<file path="src/rtl/sample_packer.sv">
// Packs DSR consecutive M-bit samples into one DSR*M-bit frame (first sample at the LSBs)
// and queues completed frames in a small output FIFO with a sticky drop flag.
module sample_packer #(
  parameter int M     = 4,
  parameter int DSR   = 4,
  parameter int DEPTH = 2
) (
  input  logic                                        clkIn,
  input  logic                                        rst,
  input  logic [M-1:0]                                inSample,
  input  logic                                        inValid,
  input  logic                                        sync,
  input  logic                                        clear,
  output logic [DSR*M-1:0]                            outData,
  output logic                                        outValid,
  input  logic                                        outReady,
  output logic [((DSR > 1) ? $clog2(DSR) : 1)-1:0]    cntOut,
  output logic                                        overflow
);

  // Output handshake: a frame transfers on a rising edge where outValid and outReady
  // are both 1. While outValid=1 and outReady=0, outData and outValid do not change.
  // outValid never depends on outReady, and a pushed frame is visible only next cycle.

  localparam int W  = DSR * M;
  localparam int CW = (DSR > 1) ? $clog2(DSR) : 1;
  localparam int PW = $clog2(DEPTH);
  localparam int OW = $clog2(DEPTH + 1);
  localparam logic [CW-1:0] LAST_SLOT = CW'(DSR - 1);
  localparam logic [PW-1:0] LAST_PTR  = PW'(DEPTH - 1);
  localparam logic [OW-1:0] FULL_OCC  = OW'(DEPTH);

  logic [CW-1:0] cnt;
  logic [CW-1:0] slot;
  logic [W-1:0]  partial;
  logic [W-1:0]  frame;
  logic [W-1:0]  mem [DEPTH];
  logic [PW-1:0] wr_ptr;
  logic [PW-1:0] rd_ptr;
  logic [OW-1:0] occ;
  logic          complete;
  logic          full;
  logic          pop;
  logic          push;
  logic          drop;

  // sync restarts the frame: the current sample (if any) lands in slot 0 of an empty frame.
  always_comb begin
    slot                = sync ? '0 : cnt;
    frame               = sync ? '0 : partial;
    frame[slot*M +: M]  = inSample;
    complete            = inValid && (slot == LAST_SLOT);
    full                = (occ == FULL_OCC);
    pop                 = outValid && outReady;
    push                = complete && (!full || pop);
    drop                = complete && full && !pop;
  end

  always_ff @(posedge clkIn or negedge rst) begin
    if (!rst) begin
      cnt      <= '0;
      partial  <= '0;
      wr_ptr   <= '0;
      rd_ptr   <= '0;
      occ      <= '0;
      overflow <= 1'b0;
    end else begin
      if (inValid) begin
        partial <= frame;
        cnt     <= (slot == LAST_SLOT) ? '0 : slot + CW'(1);
      end else if (sync) begin
        partial <= '0;
        cnt     <= '0;
      end

      if (push) begin
        wr_ptr <= (wr_ptr == LAST_PTR) ? '0 : wr_ptr + PW'(1);
      end
      if (pop) begin
        rd_ptr <= (rd_ptr == LAST_PTR) ? '0 : rd_ptr + PW'(1);
      end

      case ({push, pop})
        2'b10:   occ <= occ + OW'(1);
        2'b01:   occ <= occ - OW'(1);
        default: occ <= occ;
      endcase

      // A drop on the same edge as clear keeps the flag set.
      if (drop) begin
        overflow <= 1'b1;
      end else if (clear) begin
        overflow <= 1'b0;
      end
    end
  end

  // Frame storage carries no reset; outData is masked to zero while the FIFO is empty.
  always_ff @(posedge clkIn) begin
    if (push) begin
      mem[wr_ptr] <= frame;
    end
  end

  assign outValid = (occ != '0);
  assign outData  = outValid ? mem[rd_ptr] : '0;
  assign cntOut   = cnt;

endmodule
</file>
<file path="config.mk">
export PLATFORM = sky130hd
export DESIGN_NAME = sample_packer
export DESIGN_NICKNAME = d
export VERILOG_FILES = /design/src/rtl/sample_packer.sv
export SDC_FILE = /design/constraint.sdc
export NUM_CORES = 1
export LEC_CHECK = 0
export ABC_AREA = 1
export CAP_MARGIN = 15
export CORE_AREA = 8 8 94 87
export CTS_CLUSTER_DIAMETER = 200
export DETAILED_ROUTE_END_ITERATION = 16
export DIE_AREA = 0 0 102 95
export HOLD_SLACK_MARGIN = 0.08
export PLACE_DENSITY = 0.64
export SYNTH_ARGS = -nofsm -noshare
export SYNTH_HDL_FRONTEND = slang
export SYNTH_SLANG_ARGS = --single-unit
</file>
<file path="constraint.sdc">
create_clock -name clkIn -period 4.4 [get_ports clkIn]
set_clock_uncertainty 0.05 [all_clocks]
set_input_delay 0.66 -clock clkIn [delete_from_list [all_inputs] [get_ports clkIn]]
set_output_delay 0.66 -clock clkIn [all_outputs]
set_load 0.03 [all_outputs]
</file>
==> results.sh <==
export IMPL_cp_start_kind="primary input"
export IMPL_relSlewSlack_pct=51.86
export IMPL_drt_iter0_markers=180
export IMPL_drt_pass1_iter_count=4
export IMPL_timing_rr_end="occ[1]"
export IMPL_synth_area_mm2=0.002551
export IMPL_required_ps=4560
export IMPL_fmax_mhz=332.1
export IMPL_track_usage_pct=11.96
export IMPL_combPwrFrac_pct=40.8
export IMPL_finalCritPeriodShare_pct=68.44
export IMPL_final_common_cell="nand2_1"
export IMPL_setup_viol=0
export IMPL_layout_cells_most_common_list="89 x nand2_1, 32 x edfxtp_1, 29 x clkdlybuf4s50_1, 28 x nand3_1, 23 x dfrtp_1"
export IMPL_portBuffers=29
export IMPL_postSynthCellCount=264
export IMPL_grt_ovfl_total=0
export IMPL_area_growth_pct=18.24
export IMPL_crit_arrival_ps=3170
export IMPL_clk_pin_slew_worst_paths_ps=100
export IMPL_via_count=1847
export IMPL_cts_tree="built"
export IMPL_grt_pass1_vias=1722
export IMPL_synth_avg_cell_area_um2=9.664
export IMPL_dieWidth_um=102
export IMPL_reg2reg_depth=10
export IMPL_seq_area_mm2=0.001536
export IMPL_power_leakage_nw=1.291
export IMPL_hpwl_um=3699
export IMPL_criticalPathCategory="in -> reg"
export IMPL_viasPerCell=4.810
export IMPL_ys_seq_elements=55
export IMPL_rsz0062_at_grt="false"
export IMPL_r2r_start="cntOut[0]"
export IMPL_initial_utilization_pct=39.15
export IMPL_switching_power_w=0.0006173
export IMPL_grt_pass1_wl_um=8735
export IMPL_cts_setup_buffers=0
export IMPL_swShare_pct=40.01
export IMPL_n_antenna_cell=0
export IMPL_cp_end_kind="flop"
export IMPL_power_density_mw_per_mm2=511.4
export IMPL_status="completed"
export IMPL_hold_path_class="reg -> reg"
export IMPL_worst_pin_slew_ps=721.3
export IMPL_num_fill_cells=644
export IMPL_period_minus_slack_ps=3011
export IMPL_p_clk_share_pct=19.0
export IMPL_htreeDepth=2
export IMPL_die_h_um=95
export IMPL_syn_num_nets=280
export IMPL_cts_root_buffer="clkbuf_8"
export IMPL_place_congestion=0.8162
export IMPL_cp_max_fo=30
export IMPL_dp_worst_setup_slack_ps=1062
export IMPL_wl_um=5361
export IMPL_io_pin_count=30
export IMPL_dieArea_mm2=0.009690
export IMPL_antenna_found_initial=0
export IMPL_setup_ws_ps=1389
export IMPL_peakVddDrop_mv=0.1359
export IMPL_grt_max_degree=31
export IMPL_hp_start="partial[8]"
export IMPL_route_detailed_drc=0
export IMPL_fp_row_count=28
export IMPL_finalHoldViolCount=0
export IMPL_post_cts_resized=0
export IMPL_wl_per_cell_um=13.96
export IMPL_final_layout_size_suffix_gt1_share_pct=10.54
export IMPL_synth_warnings=0
export IMPL_hold_end="partial[8]"
export IMPL_clkLatencyLatePin_ps=320
export IMPL_cts_num_sinks=55
export IMPL_ant_nets=0
export IMPL_drv_cap=0
export IMPL_synth_seq_area_share_pct=60.23
export IMPL_multiInputGateArea_um2=877.1
export IMPL_core_mm2=0.006516
export IMPL_post_synth_num_cell_types=21
export IMPL_postCtsHoldBufs=0
export IMPL_final_net_count=309
export IMPL_cts_max_path_buffers=2
export IMPL_cts_buffers=5
export IMPL_rrSetupSlack_ps=2210
export IMPL_fin_tns_setup_ps=0
export IMPL_p_int_w=0.0009255
export IMPL_slew_violations=0
export IMPL_worstHoldPathCells=2
export IMPL_power_frac_seq_pct=40.2
## synth_stat cells, drive strengths merged
master	count	share of area [%]
a21oi	18	3.5
buf	11	2.6
dfrtp	23	23
edfxtp	32	38
ha	6	2.9
inv	19	2.8
nand2	90	13
nand3	29	6.2
nor2	17	3.2
o21ai	9	2.4
o22ai	5	1.2
or2	1	0.25
xnor2	1	0.34
xor2	3	1.0
## cell families (layout without fill, tap and decap cells)
logic type	after synthesis	count (layout)	share of synthesized area, %
xor+xnor	4	4	1.373
flops	55	55	60.23
simple gates	137	137	22.95
fa+ha+maj	6	6	2.943
compound gates	32	32	7.111
buf+inv	30	60	5.395
## critical path, stage by stage
cell and delay, ps:
clkdlybuf4s50_1 410, inv_2 340, nand2_2 320, inv_1 170, ha_1 250, nand2_1 110
inv_2 110, nand2_1 110, ha_1 340, a21oi_1 130, nand2_1 80, xor2_1 140
## flip-flops by register name, summed over array words and instances (netlist names)
signal,flops
cntOut,2
mem,32
occ,2
overflow,1
partial,16
rd_ptr,1
wr_ptr,1
## cell type report
type                       count  area share [%]
sequential                    55           50.93
multi-input combinational    179           29.08
timing repair buffer          33           10.87
tap                           90           3.733
inverter                      19           2.364
clock buffer                   5           2.281
clock inverter                 3          0.7466
## routing by layer
layer / wire, µm / share of wire [%] / GRT usage (%) / vias up
met5: 0 / 0 / 0 / -
met4: 86 / 1.6 / 4.762 / 0
met3: 338 / 6.3 / 3.603 / 5
met2: 2320 / 43 / 17.69 / 46
met1: 2616 / 49 / 16.01 / 868
li1: - / - / - / 928
## power by group through the flow
stage / registers [W] / clock network (W) / logic [W]
floorplan: 0.000606 / 0 / 0.000427
global placement: 0.000630 / 0 / 0.000632
detailed placement: 0.000630 / 0 / 0.000638
CTS: 0.000620 / 0.000299 / 0.000640
global route: 0.000626 / 0.000325 / 0.000683
finish: 0.000619 / 0.000294 / 0.000630
## how the worst max path moves through the flow
stage / from / endpoint / slack, ps / cells past startpoint
6_report: sync / occ[1] / 1390 / 12
5_1_grt: sync / occ[1] / 1130 / 12
4_1_cts: rd_ptr / outData[4] / 1380 / 4
3_5_place_dp: sync / occ[1] / 1060 / 12
3_3_place_gp: sync / occ[1] / 1130 / 12
2_1_floorplan: sync / mem[0][0] / 1690 / 9
## through the flow
step                power (W)  cells  hold WS [ps]  util, %  instance area [µm²]
floorplan            0.001033    264         314.4        -                 2551
global placement     0.001262    375         444.8    44.66                 2910
detailed placement   0.001269    375         444.8    44.66                 2910
CTS                  0.001558    383         473.2    46.06                 3002
global route         0.001635    384         496.5    46.29                 3017
finish               0.001543    384         471.5    46.29                 3017
(Power assumes the default switching activity.)
